### src/rtl/instr_aligner_if.sv
// ---------------------------------------------------------------------------
// instr_aligner_if
//   Bundles the fetch-side and decode-side signals of the instruction aligner.
//   master : the fetch/decode environment (drives fetch word, flush, id_stall)
//   slave  : the aligner itself
// Signals
//   fetch_valid    fetch_word/fetch_pc valid this cycle
//   fetch_pc[32]   pc of the fetch word (pc[1]=1 only right after a redirect)
//   fetch_word[32] [15:0] halfword at pc&~3, [31:16] halfword at (pc&~3)+2
//   flush          redirect this cycle, drop all buffered state
//   id_stall       decode cannot accept, outputs must hold
//   fetch_stall    current word not consumed, fetch re-presents it
//   id_valid       id_instr holds a valid instruction
//   id_pc[32]      pc of id_instr
//   id_instr[32]   instruction, compressed ones zero-extended
//   id_compressed  id_instr is a 16-bit instruction
// ---------------------------------------------------------------------------
interface instr_aligner_if;
    logic        fetch_valid;
    logic [31:0] fetch_pc;
    logic [31:0] fetch_word;
    logic        flush;
    logic        id_stall;
    logic        fetch_stall;
    logic        id_valid;
    logic [31:0] id_pc;
    logic [31:0] id_instr;
    logic        id_compressed;

    modport master (
        output fetch_valid, fetch_pc, fetch_word, flush, id_stall,
        input  fetch_stall, id_valid, id_pc, id_instr, id_compressed
    );

    modport slave (
        input  fetch_valid, fetch_pc, fetch_word, flush, id_stall,
        output fetch_stall, id_valid, id_pc, id_instr, id_compressed
    );
endinterface

### src/rtl/instr_aligner.sv
// ---------------------------------------------------------------------------
// instr_aligner
//   Sits between fetch and decode for RV32IC. Takes word-aligned 32-bit fetch
//   words and emits one aligned instruction per cycle (16-bit or 32-bit),
//   reassembling 32-bit instructions that straddle a word boundary. When one
//   word carries two instructions it holds fetch for a cycle (fetch_stall).
// Parameters
//   SUPPORT_C  1: RV32IC alignment; 0: every word is one 32-bit instruction
// Ports
//   clk    clock, all state on posedge
//   reset  synchronous, active-high
//   bus    instr_aligner_if.slave (fetch inputs, fetch_stall, id_* outputs)
// ---------------------------------------------------------------------------
module instr_aligner #(
    parameter bit SUPPORT_C = 1'b1
) (
    input  logic             clk,
    input  logic             reset,
    instr_aligner_if.slave   bus
);

    // Buffered low half of a 32-bit instruction whose high half is in the next word
    logic        part_v_q,  part_v_d;
    logic [15:0] part_hw_q, part_hw_d;
    logic [31:0] part_pc_q, part_pc_d;
    // Low half of the current word was already emitted; only hi is left
    logic        lo_done_q, lo_done_d;

    logic        id_valid_q,      id_valid_d;
    logic [31:0] id_pc_q,         id_pc_d;
    logic [31:0] id_instr_q,      id_instr_d;
    logic        id_compressed_q, id_compressed_d;

    logic        fetch_stall_c;
    logic        take_hi;

    logic [15:0] lo_hw;
    logic [15:0] hi_hw;
    logic        lo_c;
    logic        hi_c;
    logic        start_hi;
    logic [31:0] word_pc;
    logic [31:0] hi_pc;

    assign lo_hw    = bus.fetch_word[15:0];
    assign hi_hw    = bus.fetch_word[31:16];
    assign lo_c     = (lo_hw[1:0] != 2'b11);
    assign hi_c     = (hi_hw[1:0] != 2'b11);
    // Decoding starts at the high halfword after a redirect to pc[1]=1 or
    // once the low compressed instruction of this word has gone out.
    assign start_hi = bus.fetch_pc[1] | lo_done_q;
    assign word_pc  = {bus.fetch_pc[31:2], 2'b00};
    assign hi_pc    = {bus.fetch_pc[31:2], 2'b10};

    always_comb begin
        // NOTE: every signal gets a default first so no path leaves one unassigned (no latches).
        part_v_d        = part_v_q;
        part_hw_d       = part_hw_q;
        part_pc_d       = part_pc_q;
        lo_done_d       = lo_done_q;
        id_valid_d      = id_valid_q;
        id_pc_d         = id_pc_q;
        id_instr_d      = id_instr_q;
        id_compressed_d = id_compressed_q;
        fetch_stall_c   = 1'b0;
        take_hi         = 1'b0;

        if (bus.flush) begin
            // Redirect wins over everything: drop buffered state and the word.
            part_v_d   = 1'b0;
            lo_done_d  = 1'b0;
            id_valid_d = 1'b0;
        end else if (bus.id_stall) begin
            fetch_stall_c = bus.fetch_valid;
        end else if (!bus.fetch_valid) begin
            id_valid_d = 1'b0;
        end else if (!SUPPORT_C) begin
            id_valid_d      = 1'b1;
            id_pc_d         = word_pc;
            id_instr_d      = bus.fetch_word;
            id_compressed_d = 1'b0;
        end else if (part_v_q) begin
            // Low half of this word completes the buffered instruction.
            id_valid_d      = 1'b1;
            id_pc_d         = part_pc_q;
            id_instr_d      = {lo_hw, part_hw_q};
            id_compressed_d = 1'b0;
            take_hi         = 1'b1;
        end else if (!start_hi) begin
            if (lo_c) begin
                id_valid_d      = 1'b1;
                id_pc_d         = word_pc;
                id_instr_d      = {16'h0000, lo_hw};
                id_compressed_d = 1'b1;
                take_hi         = 1'b1;
            end else begin
                id_valid_d      = 1'b1;
                id_pc_d         = word_pc;
                id_instr_d      = bus.fetch_word;
                id_compressed_d = 1'b0;
                lo_done_d       = 1'b0;
            end
        end else if (hi_c) begin
            id_valid_d      = 1'b1;
            id_pc_d         = hi_pc;
            id_instr_d      = {16'h0000, hi_hw};
            id_compressed_d = 1'b1;
            lo_done_d       = 1'b0;
        end else begin
            // High half starts a 32-bit instruction: buffer it, nothing to emit.
            id_valid_d = 1'b0;
            part_v_d   = 1'b1;
            part_hw_d  = hi_hw;
            part_pc_d  = hi_pc;
            lo_done_d  = 1'b0;
        end

        // The high halfword after the low half has been used this cycle.
        if (take_hi) begin
            if (hi_c) begin
                // A second instruction sits in this word: keep the word for one more cycle.
                fetch_stall_c = 1'b1;
                lo_done_d     = 1'b1;
                part_v_d      = 1'b0;
            end else begin
                part_v_d  = 1'b1;
                part_hw_d = hi_hw;
                part_pc_d = hi_pc;
                lo_done_d = 1'b0;
            end
        end
    end

    always_ff @(posedge clk) begin
        // NOTE: state registers use non-blocking assignments so all flops update together.
        if (reset) begin
            part_v_q        <= 1'b0;
            part_hw_q       <= 16'h0000;
            part_pc_q       <= 32'h0000_0000;
            lo_done_q       <= 1'b0;
            id_valid_q      <= 1'b0;
            id_pc_q         <= 32'h0000_0000;
            id_instr_q      <= 32'h0000_0000;
            id_compressed_q <= 1'b0;
        end else begin
            part_v_q        <= part_v_d;
            part_hw_q       <= part_hw_d;
            part_pc_q       <= part_pc_d;
            lo_done_q       <= lo_done_d;
            id_valid_q      <= id_valid_d;
            id_pc_q         <= id_pc_d;
            id_instr_q      <= id_instr_d;
            id_compressed_q <= id_compressed_d;
        end
    end

    assign bus.fetch_stall   = fetch_stall_c;
    assign bus.id_valid      = id_valid_q;
    assign bus.id_pc         = id_pc_q;
    assign bus.id_instr      = id_instr_q;
    assign bus.id_compressed = id_compressed_q;

endmodule

### src/flat_wrapper.sv
// flat-port wrapper written by rule: the top's interface ports become plain ports
module instr_aligner_flat 
#(
    parameter bit SUPPORT_C = 1'b1
)
  (clk, reset, bus_fetch_valid, bus_fetch_pc, bus_fetch_word, bus_flush, bus_id_stall, bus_fetch_stall, bus_id_valid, bus_id_pc, bus_id_instr, bus_id_compressed);
  instr_aligner_if bus_i ();
  input  logic clk;
  input  logic reset;
  input wire logic [$bits(bus_i.fetch_valid)-1:0] bus_fetch_valid;
  input wire logic [$bits(bus_i.fetch_pc)-1:0] bus_fetch_pc;
  input wire logic [$bits(bus_i.fetch_word)-1:0] bus_fetch_word;
  input wire logic [$bits(bus_i.flush)-1:0] bus_flush;
  input wire logic [$bits(bus_i.id_stall)-1:0] bus_id_stall;
  output wire logic [$bits(bus_i.fetch_stall)-1:0] bus_fetch_stall;
  output wire logic [$bits(bus_i.id_valid)-1:0] bus_id_valid;
  output wire logic [$bits(bus_i.id_pc)-1:0] bus_id_pc;
  output wire logic [$bits(bus_i.id_instr)-1:0] bus_id_instr;
  output wire logic [$bits(bus_i.id_compressed)-1:0] bus_id_compressed;
  assign bus_i.fetch_valid = bus_fetch_valid;
  assign bus_i.fetch_pc = bus_fetch_pc;
  assign bus_i.fetch_word = bus_fetch_word;
  assign bus_i.flush = bus_flush;
  assign bus_i.id_stall = bus_id_stall;
  assign bus_fetch_stall = bus_i.fetch_stall;
  assign bus_id_valid = bus_i.id_valid;
  assign bus_id_pc = bus_i.id_pc;
  assign bus_id_instr = bus_i.id_instr;
  assign bus_id_compressed = bus_i.id_compressed;
  instr_aligner #(.SUPPORT_C(SUPPORT_C)) u_core (.clk(clk), .reset(reset), .bus(bus_i));
endmodule
### config.mk
export PLATFORM = sky130hd
export DESIGN_NAME = instr_aligner_flat
export DESIGN_NICKNAME = d
export VERILOG_FILES = /design/src/rtl/instr_aligner_if.sv /design/src/rtl/instr_aligner.sv /design/src/flat_wrapper.sv
export SDC_FILE = /design/constraint.sdc
export NUM_CORES = 1
export LEC_CHECK = 0
export CAP_MARGIN = 0
export CORE_MARGIN = 4
export CORE_UTILIZATION = 51
export CTS_CLUSTER_DIAMETER = 80
export DETAILED_ROUTE_END_ITERATION = 7
export PLACE_DENSITY = 0.8
export SETUP_SLACK_MARGIN = 0.1
export SLEW_MARGIN = 20
export SYNTH_ARGS = -nofsm -noshare
export SYNTH_HDL_FRONTEND = slang
export SYNTH_SLANG_ARGS = --single-unit
### constraint.sdc
create_clock -name clk -period 1.8 [get_ports clk]
set_clock_uncertainty 0.05 [all_clocks]
set_input_delay 0.36 -clock clk [delete_from_list [all_inputs] [get_ports clk]]
set_output_delay 0.36 -clock clk [all_outputs]
set_load 0.01 [all_outputs]
Yosys cells after proc, flatten, opt, wreduce, memory -nomap -nowiden

Cells that the tools add are included.

Register bits: 116
Input bits: 69
Word-level logic and storage cells: 76

Eq/ne operators: 6
Multiplexer cells: 54
Bitwise operators: 3
Reductions and logical operators: 5

Operators with widths:

| kind                                                                    | count |
|---|---|
| 32-bit 2-to-1 mux                                                       | 15 |
| 16-bit 2-to-1 mux                                                       | 8 |
| 1-bit 2-to-1 mux                                                        | 31 |
| 4-bit AND reduction                                                     | 2 |
| 2-bit inequality test, second input constant                            | 2 |
| 4-bit by 3-bit inequality test with 1-bit output, second input constant | 1 |
| 3-bit by 1-bit inequality test with 1-bit output, second input constant | 1 |
| 3-bit by 2-bit inequality test with 1-bit output, second input constant | 1 |
| 3-bit inequality test, second input constant                            | 1 |
| 3-bit nonzero test                                                      | 1 |
| 1-bit NOT                                                               | 2 |
| 2-bit AND reduction                                                     | 1 |
| 2-bit OR reduction                                                      | 1 |
| 1-bit bitwise OR                                                        | 1 |

Longest topological paths before layout

Gate-level depths: netlist (run 1).

Depth in word-level cells: 9
Depth in mapped cells: 6
Gate-level depth less buffers: 3

Worst setup path before layout (run 1)

OpenSTA, ideal clock, no wires.

Path kind: input-to-output
Start point: input port bus_fetch_pc[1]
End point: output port bus_fetch_stall
Data arrival time: 1371 ps
Required time: 1390 ps
Path slack: 19 ps
Stages on the path: 5
Buffers on the path: 2
Cell sequence: buf_6 > clkbuf_1 > a211oi_1 > o21ai_0 > a211oi_1

Cells in the longest elaborated chain, start to end: 7

Ends and longest elaborated chain:

| item               | line                 | source |
|---|---|---|
| start: declaration | flat_wrapper.sv:11   | `input wire logic [$bits(bus_i.fetch_pc)-1:0] bus_fetch_pc;` |
| 1-bit bitwise OR   | instr_aligner.sv:51  | `assign start_hi = bus.fetch_pc[1] \| lo_done_q;` |
| 1-bit 2-to-1 mux   | instr_aligner.sv:89  | `end else if (!start_hi) begin` |
| 1-bit 2-to-1 mux   | instr_aligner.sv:82  | `end else if (part_v_q) begin` |
| 1-bit 2-to-1 mux   | instr_aligner.sv:75  | `end else if (!bus.fetch_valid) begin` |
| 1-bit 2-to-1 mux   | instr_aligner.sv:73  | `end else if (bus.id_stall) begin` |
| 1-bit 2-to-1 mux   | instr_aligner.sv:68  | `if (bus.flush) begin` |
| 1-bit 2-to-1 mux   | instr_aligner.sv:119 | `if (take_hi) begin` |
| end: declaration   | flat_wrapper.sv:15   | `output wire logic [$bits(bus_i.fetch_stall)-1:0] bus_fetch_stall;` |

No other way between the ends.

Final worst setup path (run 1)

Start point: register u_core.lo_done_q
End point: output port bus_fetch_stall

Cells in the longest elaborated chain, start to end: 7

Ends and longest elaborated chain:

| item                     | line                 | source |
|---|---|---|
| start: declaration       | instr_aligner.sv:27  | `logic lo_done_q, lo_done_d;` |
| start signal: assignment | instr_aligner.sv:149 | `lo_done_q <= lo_done_d;` |
| 1-bit bitwise OR         | instr_aligner.sv:51  |  |
| 1-bit 2-to-1 mux         | instr_aligner.sv:89  |  |
| 1-bit 2-to-1 mux         | instr_aligner.sv:82  |  |
| 1-bit 2-to-1 mux         | instr_aligner.sv:75  |  |
| 1-bit 2-to-1 mux         | instr_aligner.sv:73  |  |
| 1-bit 2-to-1 mux         | instr_aligner.sv:68  |  |
| 1-bit 2-to-1 mux         | instr_aligner.sv:119 |  |

No other way between the ends.

==> results of run 1 <==
==> area by class of cell <==
cell class              instances  area (sq um)
fillers                       866          3340
flip-flops and latches        116          2330
well taps                     147           184
clock buffers                  22           484
multi-input cells             448          3590
inverters                       6          26.3
clock inverters                10           175
repair buffers                181          1880
==> what timing repair did <==
action / CTS / global route
gates cloned: 3 / 1
setup endpoints to repair: 159 / 103
pin swaps: 3 / 2
hold buffers: 0 / 0
buffers inserted: 2 / 7
resized for setup: 72 / 18
hold endpoints to repair: 0 / 0
==> worst max-delay path, cell delays in order, from the launching register on <==
cell      delay [ns]
dfxtp_2         0.34
a211oi_2        0.19
o21ai_1         0.12
a211oi_2        0.17
buf_2           0.16
==> cells in the mapped netlist, drive strengths merged <==
cell type and count:
nor3 1, clkdlybuf4s50 1, o211ai 1, a211oi 18, nand2b 48, a311o 16
and2 1, a21o 1, a21oi 5, a32oi 14, o32ai 1, nand3b 1
o21a 1, dfxtp 116, o22ai 14, a21boi 1, nor3b 2, or3b 17
clkbuf 33, mux2i 93, o211a 1, nor2 32, or2 14, mux2 30
o21ai 21, inv 6, nor2b 48, nand2 2, o2111ai 1, or2b 60
buf 24, a211o 2, nor4bb 2
==> layer usage <==
layer  up-vias  wire length, microns  global-route usage, %  part of all wire (%)
met5         -                     0                      0                     0
met4         0                   518                   11.9                   3.1
met3        41                   940                   6.84                   5.6
met2       174                  8420                   40.0                    50
met1      2484                  6920                   27.4                    41
li1       2492                     -                      -                     -
==> power by group through the flow <==
stage | logic (W) | registers (W) | clock network, W
6_report | 0.000825 | 0.00267 | 0.00375
2_1_floorplan | 0.000401 | 0.00274 | 0
5_1_grt | 0.000887 | 0.00268 | 0.00390
3_3_place_gp | 0.000803 | 0.00272 | 0
4_1_cts | 0.000814 | 0.00267 | 0.00379
3_5_place_dp | 0.000826 | 0.00273 | 0
==> registers in the layout, summed over array words and instances (netlist names) <==
name,count
u_core.bus.id_pc,32
u_core.part_v_q,1
u_core.lo_done_q,1
u_core.part_pc_q,32
u_core.bus.id_valid,1
u_core.part_hw_q,16
u_core.bus.id_instr,32
u_core.bus.id_compressed,1
==> logic make-up after synthesis <==
kind of cell,after synthesis,synth area share (%)
compound gates,97,11.6
buf+inv,64,5.86
flops,116,37.2
mux,123,20.3
simple gates,228,25.0
==> per-stage QoR <==
stage	setup WS, ns	setup TNS (ns)	hold WS (ns)	area, sq um
after floorplan	0.117	0	0.376	6240
after global routing	-0.0684	-0.355	0.410	8670
after global placement	-0.637	-45.79	0.386	7810
final	0.00639	0	0.362	8670
after CTS	0.00276	0	0.388	8530
after detailed placement	-0.640	-52.71	0.391	7810
==> final timing paths <==
path                             from                   end  slack, ns  cells after the start
setup / recovery     u_core.lo_done_q       bus_fetch_stall      0.006                      4
hold / removal           bus_id_stall      u_core.lo_done_q       0.36                      4
hold reg to reg   u_core.part_hw_q[0]   u_core.part_hw_q[0]       0.40                      2
setup reg to reg     u_core.lo_done_q  u_core.part_pc_q[13]       0.05                      7
==> impl_metrics.csv, run 1 <==
group,metric,value,unit
synthesis,netlist.area_leader.share,37.2,%
synthesis,yosysUniqueCellTypes,43,
final_layout,finalNonFillerCells,930,
synthesis,syn_inst,628,
clock_network,clk_pin_slew,0.05,ns
final_layout,nets,839,
final_layout,diodes,0,
final_layout,syn_to_final_growth,39.0,%
detailed_routing,vias,5191,
power,p_int,0.00568,W
placed_design,io_buffers,134,
detailed_routing,ant_nets,0,
detailed_routing,vias_per_cell,5.58,
power,fin_total_pwr,0.00725,W
critical_path,cp_data_required_time,1.39,ns
run_status,status,"completed",
critical_path,cp-start-kind,"flip-flop",
power,power_switching,0.00156,W
clock_network,clock-sinks,116,
power,power_frac_seq,36.9,%
clock_network,cts_root_buf,"clkbuf_16",
power,power_frac_comb,11.4,%
placed_design,post-place-cells,885,
global_routing,grt_pass1_vias,5376,
detailed_routing,route.detailed.wl_per_inst,18.1,microns
final_layout,final_cell_mix,"dfxtp_1 (114), mux2i_1 (92), clkdlybuf4s50_1 (60), dlygate4sd2_1 (60), or2b_2 (52)",
clock_network,clockBufferDepth,2,
detailed_routing,route.detailed.drc,0,
power,swShare,21.6,%
power,power_density,835,nW/um^2
floorplan,fp.dieArea,14100,sq um
critical_path,path_max_fanout,2,
power,vdd_drop_max,600,uV
synthesis,synth.cell_area,6240,sq um
clock_network,h-tree-depth,4,
global_routing,grt_pass1_wl,26800,microns
detailed_routing,drt_iter0_markers,347,
placed_design,place.gp.congestion,0.825,
final_layout,final_common_cell,"dfxtp_1",
clock_network,insertion_delay,0.42,ns
synthesis,ys_top_cells_by_area,"dfxtp_1 (37%), mux2i_1 (15%), or2b_2 (7.3%)",
clock_network,cts_tree,"built",
timing,period_needed,1.79,ns
timing,relSlewSlack,76.1,%
timing,timing.fmax,0.558,GHz
floorplan,core_area,12000,sq um
floorplan,fp.dieH,119,microns
timing,hold_viol,0,
floorplan,ioPinCount,136,
critical_path,critPathKind,"reg -> out",
worst_hold_path,holdCritPathClass,"in -> reg",
flow_run,cap_violations,0,
synthesis,seq_area_frac_synth,37.2,%
power,power_leakage,3.80,nW
final_layout,final_core_util,72.2,%
synthesis,yosys_warnings,0,
power,clock_power_share,51.7,%
timing,slew_viol_final,0,
synthesis,yosys_register_bits,116,
global_routing,antenna_found_initial,0,
detailed_routing,drt_pre_antenna_iters,5,
global_routing,overflow,0,
timing,min_period_over_period,99.6,%
global_routing,grt_max_degree,68,
final_layout,drive_gt1_share,23.5,%
detailed_routing,routed_wl,16800,microns
floorplan,initial_utilization,51.9,%
synthesis,avgSynthCellArea,9.93,sq um
timing,setup_viol,0,
synthesis,yosys.area.top_type,"dfxtp_1",
global_routing,grt_use_total,23.7,%
critical_path,end_kind,"primary output",
timing,rsz0062_at_grt,"yes",
critical_path,cp.arrival,1.38,ns
floorplan,rows,40,
placed_design,dp_hpwl,11000,microns
synthesis,synth_nets,697,
clock_network,cts_buffers,17,
timing,tightest_slew,0.358,ns
floorplan,die_w,119,microns
No activity file was read; power rests on OpenSTA's default activity.
==> run 2: changes to the inputs <==
--- a/config.mk
+++ b/config.mk
@@ -10,6 +10,7 @@
 export CORE_UTILIZATION = 51
 export CTS_CLUSTER_DIAMETER = 80
 export DETAILED_ROUTE_END_ITERATION = 7
+export GPL_ROUTABILITY_DRIVEN = 0
 export PLACE_DENSITY = 0.8
 export SETUP_SLACK_MARGIN = 0.1
 export SLEW_MARGIN = 20
==> run 2 against run 1 <==
  * The run now ends with setup timing left
  * Clock-buffer cell count is 4 higher
  * Combinational power is 2% lower
  * Cell count is 1.4% lower
  * Core utilization is 2.0 points lower
  * Sequential power hardly changed
  * Sequential share of layout area is 0.77 points higher
  * Design area is 2.8% lower
  * Die area stayed put
  * Total power is 6.1% lower
  * Worst setup slack worse by 0.085 ns
  * Critical endpoint unchanged
  * Highest routed layer unchanged
==> impl_metrics.csv, run 2 (synthesis results as in run 1) <==
group,metric,value,unit
run_status,status,"finished, violations left",
run_status,violations,"setup timing",
timing,hold_viol,0,
power,power_frac_seq,39.3,%
critical_path,cp_data_required_time,1.39,ns
floorplan,rows,40,
detailed_routing,vias,5104,
detailed_routing,routed_wl,16500,microns
final_layout,multi_input_area,3590,sq um
power,power_leakage,3.71,nW
global_routing,overflow,0,
clock_network,clock-sinks,116,
power,power_density,807,nW/um^2
final_layout,register_area,2330,sq um
critical_path,cp-start-kind,"flip-flop",
placed_design,dp_hpwl,11000,microns
clock_network,insertion_delay,0.41,ns
timing,period_needed,1.88,ns
global_routing,grt_max_degree,77,
detailed_routing,route.detailed.drc,0,
floorplan,fp.dieArea,14100,sq um
worst_hold_path,holdCritPathClass,"in -> reg",
power,clock_power_share,48.8,%
final_layout,drive_gt1_share,21.4,%
clock_network,clk_pin_slew,0.05,ns
floorplan,core_area,12000,sq um
critical_path,cp-startpoint,"u_core.lo_done_q",
timing,fin_setup_tns,-0.0782,ns
final_layout,nFillCells,914,
clock_network,cts_tree,"built",
timing,tightest_slew,0.582,ns
floorplan,die_w,119,microns
timing,relSlewSlack,61.1,%
global_routing,grt_use_total,23.3,%
timing,rsz0062_at_grt,"yes",
final_layout,syn_to_final_growth,35.2,%
global_routing,grt_pass1_wl,26600,microns
critical_path,r2r-end,"u_core.bus.id_pc[5]",
floorplan,ioPinCount,136,
power,p_int,0.00528,W
critical_path,r2r-start,"u_core.lo_done_q",
detailed_routing,drt_iter0_markers,399,
flow_run,cap_violations,0,
global_routing,antenna_found_initial,0,
clock_network,clockBufferDepth,2,
timing,setup_viol,1,
power,power_switching,0.00152,W
clock_network,hold_buffers,0,
global_routing,grt_pass1_vias,5392,
critical_path,path_max_fanout,2,
critical_path,cp.arrival,1.47,ns
critical_path,worst_r2r_path_depth,5,
placed_design,io_buffers,134,
power,swShare,22.3,%
power,vdd_drop_max,643,uV
final_layout,final_common_cell,"dfxtp_1",
timing,timing.fmax,0.532,GHz
clock_network,h-tree-depth,4,
floorplan,initial_utilization,51.9,%
clock_network,cts_root_buf,"clkbuf_16",
clock_network,cts_buffers,17,
floorplan,fp.dieH,119,microns
timing,min_period_over_period,104,%
final_layout,final_core_util,70.2,%
detailed_routing,drt_pre_antenna_iters,7,
critical_path,worstSetupEndpoint,"bus_fetch_stall",
critical_path,end_kind,"primary output",
final_layout,nets,828,
detailed_routing,ant_nets,0,
power,power_frac_comb,11.9,%
detailed_routing,vias_per_cell,5.57,
final_layout,final_cell_mix,"dfxtp_1 (114), mux2i_1 (93), clkdlybuf4s50_1 (61)",
detailed_routing,route.detailed.wl_per_inst,18.0,microns
final_layout,diodes,0,
timing,slew_viol_final,0,
critical_path,critPathKind,"reg -> out",
timing,worst_slack,-0.0782,ns
critical_path,regToRegSetupSlack,0.05,ns
-- run 2: cell types whose count changed in the layout (fill, tap and decap cells not counted), moves of 3 or more --
| cell | before | now |
|---|---|---|
| buf_4 | 31 | 24 |
| dlygate4sd2_1 | 60 | 55 |
| dlymetal6s2s_1 | 12 | 16 |
| buf_12 | 11 | 8 |
| bufinv_16 | 5 | 2 |
| clkbuf_1 | 1 | 4 |
| clkinv_2 | 5 | 2 |
-- run 2: worst min path at each step --
stage                        startpoint                    to  slack, ns  cells past startpoint
floorplan           u_core.part_hw_q[0]   u_core.part_hw_q[0]       0.38                      2
global placement    u_core.part_hw_q[1]   u_core.part_hw_q[1]       0.39                      2
detailed placement  u_core.part_hw_q[0]   u_core.part_hw_q[0]       0.40                      2
CTS                               reset  u_core.bus.id_pc[17]       0.38                      3
global route               bus_id_stall      u_core.lo_done_q       0.37                      4
finish                     bus_id_stall      u_core.lo_done_q       0.34                      4
-- run 2: critical path: stages (launching register included) --
cell      delay [ns]
dfxtp_2         0.33
a211oi_2        0.22
o21ai_1         0.10
a211oi_2        0.22
buf_2           0.19
-- run 2: metal layers --
metal / GRT usage, % / vias up / routed length [microns]
li1: - / 2470 / -
met1: 27.0 / 2424 / 6910
met4: 11.2 / 0 / 489
met2: 38.8 / 172 / 8130
met5: 0 / - / 0
met3: 7.66 / 38 / 941
-- run 2: metrics by stage --
stage          std cells  hold WS [ns]  setup WS (ns)  area [sq um]  power, W
6_report             917         0.345        -0.0782          8430   0.00680
5_1_grt              917         0.374         -0.109          8430   0.00701
4_1_cts              917         0.378        -0.0761          8380   0.00684
3_5_place_dp         883         0.397         -0.683          7800   0.00355
3_3_place_gp         883         0.386         -0.634          7800   0.00352
2_1_floorplan        628         0.376          0.117          6240   0.00314
-- run 2: cell type report --
type | count | share of cell area, %
Inverter | 6 | 0.267
Tap cell | 147 | 2.18
Sequential cell | 116 | 27.6
Multi-Input combinational cell | 448 | 42.5
Clock inverter | 4 | 0.831
Timing Repair Buffer | 170 | 20.5
Clock buffer | 26 | 6.04
-- run 2: what timing repair did --
item	CTS	global route
cloned	1	0
buffers inserted	3	0
pin swaps	4	5
setup endpoints to repair	161	127
gates resized for setup	66	18
-- run 2: power groups by stage --
stage / clock, W / combinational, W / sequential [W]
floorplan: 0 / 0.000401 / 0.00274
global route: 0.00347 / 0.000867 / 0.00268
CTS: 0.00335 / 0.000810 / 0.00267
global placement: 0 / 0.000800 / 0.00272
finish: 0.00332 / 0.000809 / 0.00267
detailed placement: 0 / 0.000821 / 0.00273
==> run 3: changes to the inputs <==
--- a/config.mk
+++ b/config.mk
@@ -12,7 +12,7 @@
 export DETAILED_ROUTE_END_ITERATION = 7
 export GPL_ROUTABILITY_DRIVEN = 0
 export PLACE_DENSITY = 0.8
-export SETUP_SLACK_MARGIN = 0.1
+export SETUP_SLACK_MARGIN = 0.02
 export SLEW_MARGIN = 20
 export SYNTH_ARGS = -nofsm -noshare
 export SYNTH_HDL_FRONTEND = slang
==> run 3 against run 2 <==
  * The run now ends clean
  * Die area unchanged
  * Clock-buffer cell count grew 2
  * Total power is 1.7% lower
  * Cell count is 0.65% higher
  * Global-route usage decreased by 0.37 points
  * Design area increased by 1.1%
  * First-iteration DRC count down 6.3%
  * Worst hold slack got worse by 0.067 ns
  * Sequential power is essentially flat
  * Critical endpoint unchanged
  * Largest power group unchanged
  * Highest routed layer unchanged
==> impl_metrics.csv, run 3 (synthesis results as in run 1) <==
group,metric,value,unit
critical_path,cp-start-kind,"flip-flop",
final_layout,nets,833,
final_layout,final_common_cell,"clkdlybuf4s50_1",
global_routing,antenna_found_initial,0,
power,swShare,23.0,%
global_routing,grt_pass1_vias,5261,
floorplan,rows,40,
power,vdd_drop_max,639,uV
global_routing,grt_pass1_wl,26000,microns
final_layout,diodes,0,
floorplan,ioPinCount,136,
worst_hold_path,hold-path-cell-count,3,
critical_path,cp_slowest_cell,"dfxtp_2",
clock_network,cts_root_buf,"clkbuf_16",
timing,period_needed,1.78,ns
timing,whs,0.278,ns
final_layout,post-route-cell-area,8520,sq um
detailed_routing,drt_pre_antenna_iters,4,
global_routing,overflow,0,
timing,slew_viol_final,0,
timing,min_period_over_period,98.9,%
power,fin_total_pwr,0.00669,W
global_routing,grt_use_total,22.9,%
final_layout,multi_input_area,3580,sq um
detailed_routing,vias_per_cell,5.55,
critical_path,crit_path_cell_trace,"a211oi_2, o21ai_1, a211oi_2, buf_2",
final_layout,nFillCells,882,
power,power_switching,0.00154,W
clock_network,clock-sinks,116,
clock_network,cts_buffers,17,
power,power_frac_comb,12.5,%
placed_design,io_buffers,134,
critical_path,cp.arrival,1.37,ns
floorplan,die_w,119,microns
clock_network,insertion_delay,0.42,ns
critical_path,path_max_fanout,2,
final_layout,drive_gt1_share,22.3,%
worst_hold_path,holdCritPathClass,"in -> reg",
critical_path,worst_r2r_path_depth,6,
timing,timing.fmax,0.562,GHz
critical_path,critPathKind,"reg -> out",
clock_network,clockBufferDepth,2,
clock_network,hold_buffers,0,
power,power_frac_seq,40.0,%
detailed_routing,routed_wl,16500,microns
critical_path,r2r-start,"u_core.lo_done_q",
power,power_density,784,nW/um^2
clock_network,cts_tree,"built",
critical_path,end_kind,"primary output",
worst_hold_path,hp-start,"bus_flush",
critical_path,cp-startpoint,"u_core.lo_done_q",
final_layout,final_cell_mix,"clkdlybuf4s50_1 (115), dfxtp_1 (114), mux2i_1 (92)",
run_status,status,"completed",
critical_path,crit_path_frequent_cell,"a211oi_2",
critical_path,slowest_delay,0.33,ns
placed_design,dp_hpwl,10600,microns
timing,fin_setup_tns,0,ns
clock_network,h-tree-depth,4,
timing,relSlewSlack,64.2,%
placed_design,place_area,7780,sq um
floorplan,fp.dieH,119,microns
floorplan,fp.dieArea,14100,sq um
detailed_routing,vias,5125,
clock_network,clk_pin_slew,0.05,ns
timing,setup_viol,0,
final_layout,register_area,2330,sq um
power,clock_power_share,47.5,%
detailed_routing,ant_nets,0,
timing,tightest_slew,0.536,ns
final_layout,syn_to_final_growth,36.6,%
detailed_routing,route.detailed.wl_per_inst,17.9,microns
global_routing,grt_max_degree,70,
power,power_leakage,3.42,nW
floorplan,initial_utilization,51.9,%
detailed_routing,route.detailed.drc,0,
timing,rsz0062_at_grt,"yes",
detailed_routing,drt_iter0_markers,374,
floorplan,core_area,12000,sq um
timing,hold_viol,0,
flow_run,cap_violations,0,
power,p_int,0.00515,W
critical_path,cp_data_required_time,1.39,ns
[run 3: critical path: cells and delay by family, from the launching register on]
kind                   cells  cell delay, ns
buffers and inverters      1            0.15
AO/OA/AOI/OAI              3            0.47
flip-flops                 1            0.33
[run 3: power groups by stage]
stage | registers, W | clock network [W] | logic [W]
2_1_floorplan | 0.00274 | 0 | 0.000401
3_5_place_dp | 0.00273 | 0 | 0.000820
4_1_cts | 0.00268 | 0.00322 | 0.000833
3_3_place_gp | 0.00272 | 0 | 0.000798
5_1_grt | 0.00268 | 0.00335 | 0.000899
6_report | 0.00268 | 0.00317 | 0.000837
[run 3: metrics by stage]
stage	instances	worst slack, ns	util, %
global placement	884	-0.668	64.8
CTS	920	-0.00108	70.0
global route	923	-0.0816	71.0
floorplan	628	0.0825	-
detailed placement	884	-0.658	64.8
finish	923	0.0192	71.0
[run 3: final timing paths]
check | endpoint | slack (ns)
max | bus_fetch_stall | 0.02
min | u_core.bus.id_valid | 0.28
max reg2reg | u_core.bus.id_instr[3] | 0.05
min reg2reg | u_core.part_pc_q[1] | 0.41
[run 3: layout make-up]
type	instances	area share, %
inverter	6	0.264
clock inverter	3	0.176
multi-input combinational	448	42.1
tap	147	2.16
clock buffer	28	6.41
timing repair buffer	175	21.6
sequential	116	27.3
[run 3: routing by layer]
metal	track usage (%)	wire length, microns	share of wire (%)
met3	6.79	926	5.6
met4	9.92	399	2.4
met1	26.8	7030	43
met5	0	0	0
met2	38.9	8180	49
[run 3: what timing repair did]
item | in CTS | in global routing
pin swaps | 4 | 2
endpoints found under the hold margin | 0 | 0
resized for setup | 17 | 16
cloned | 1 | 3
setup buffers | 4 | 0
endpoints found under the setup margin | 98 | 63
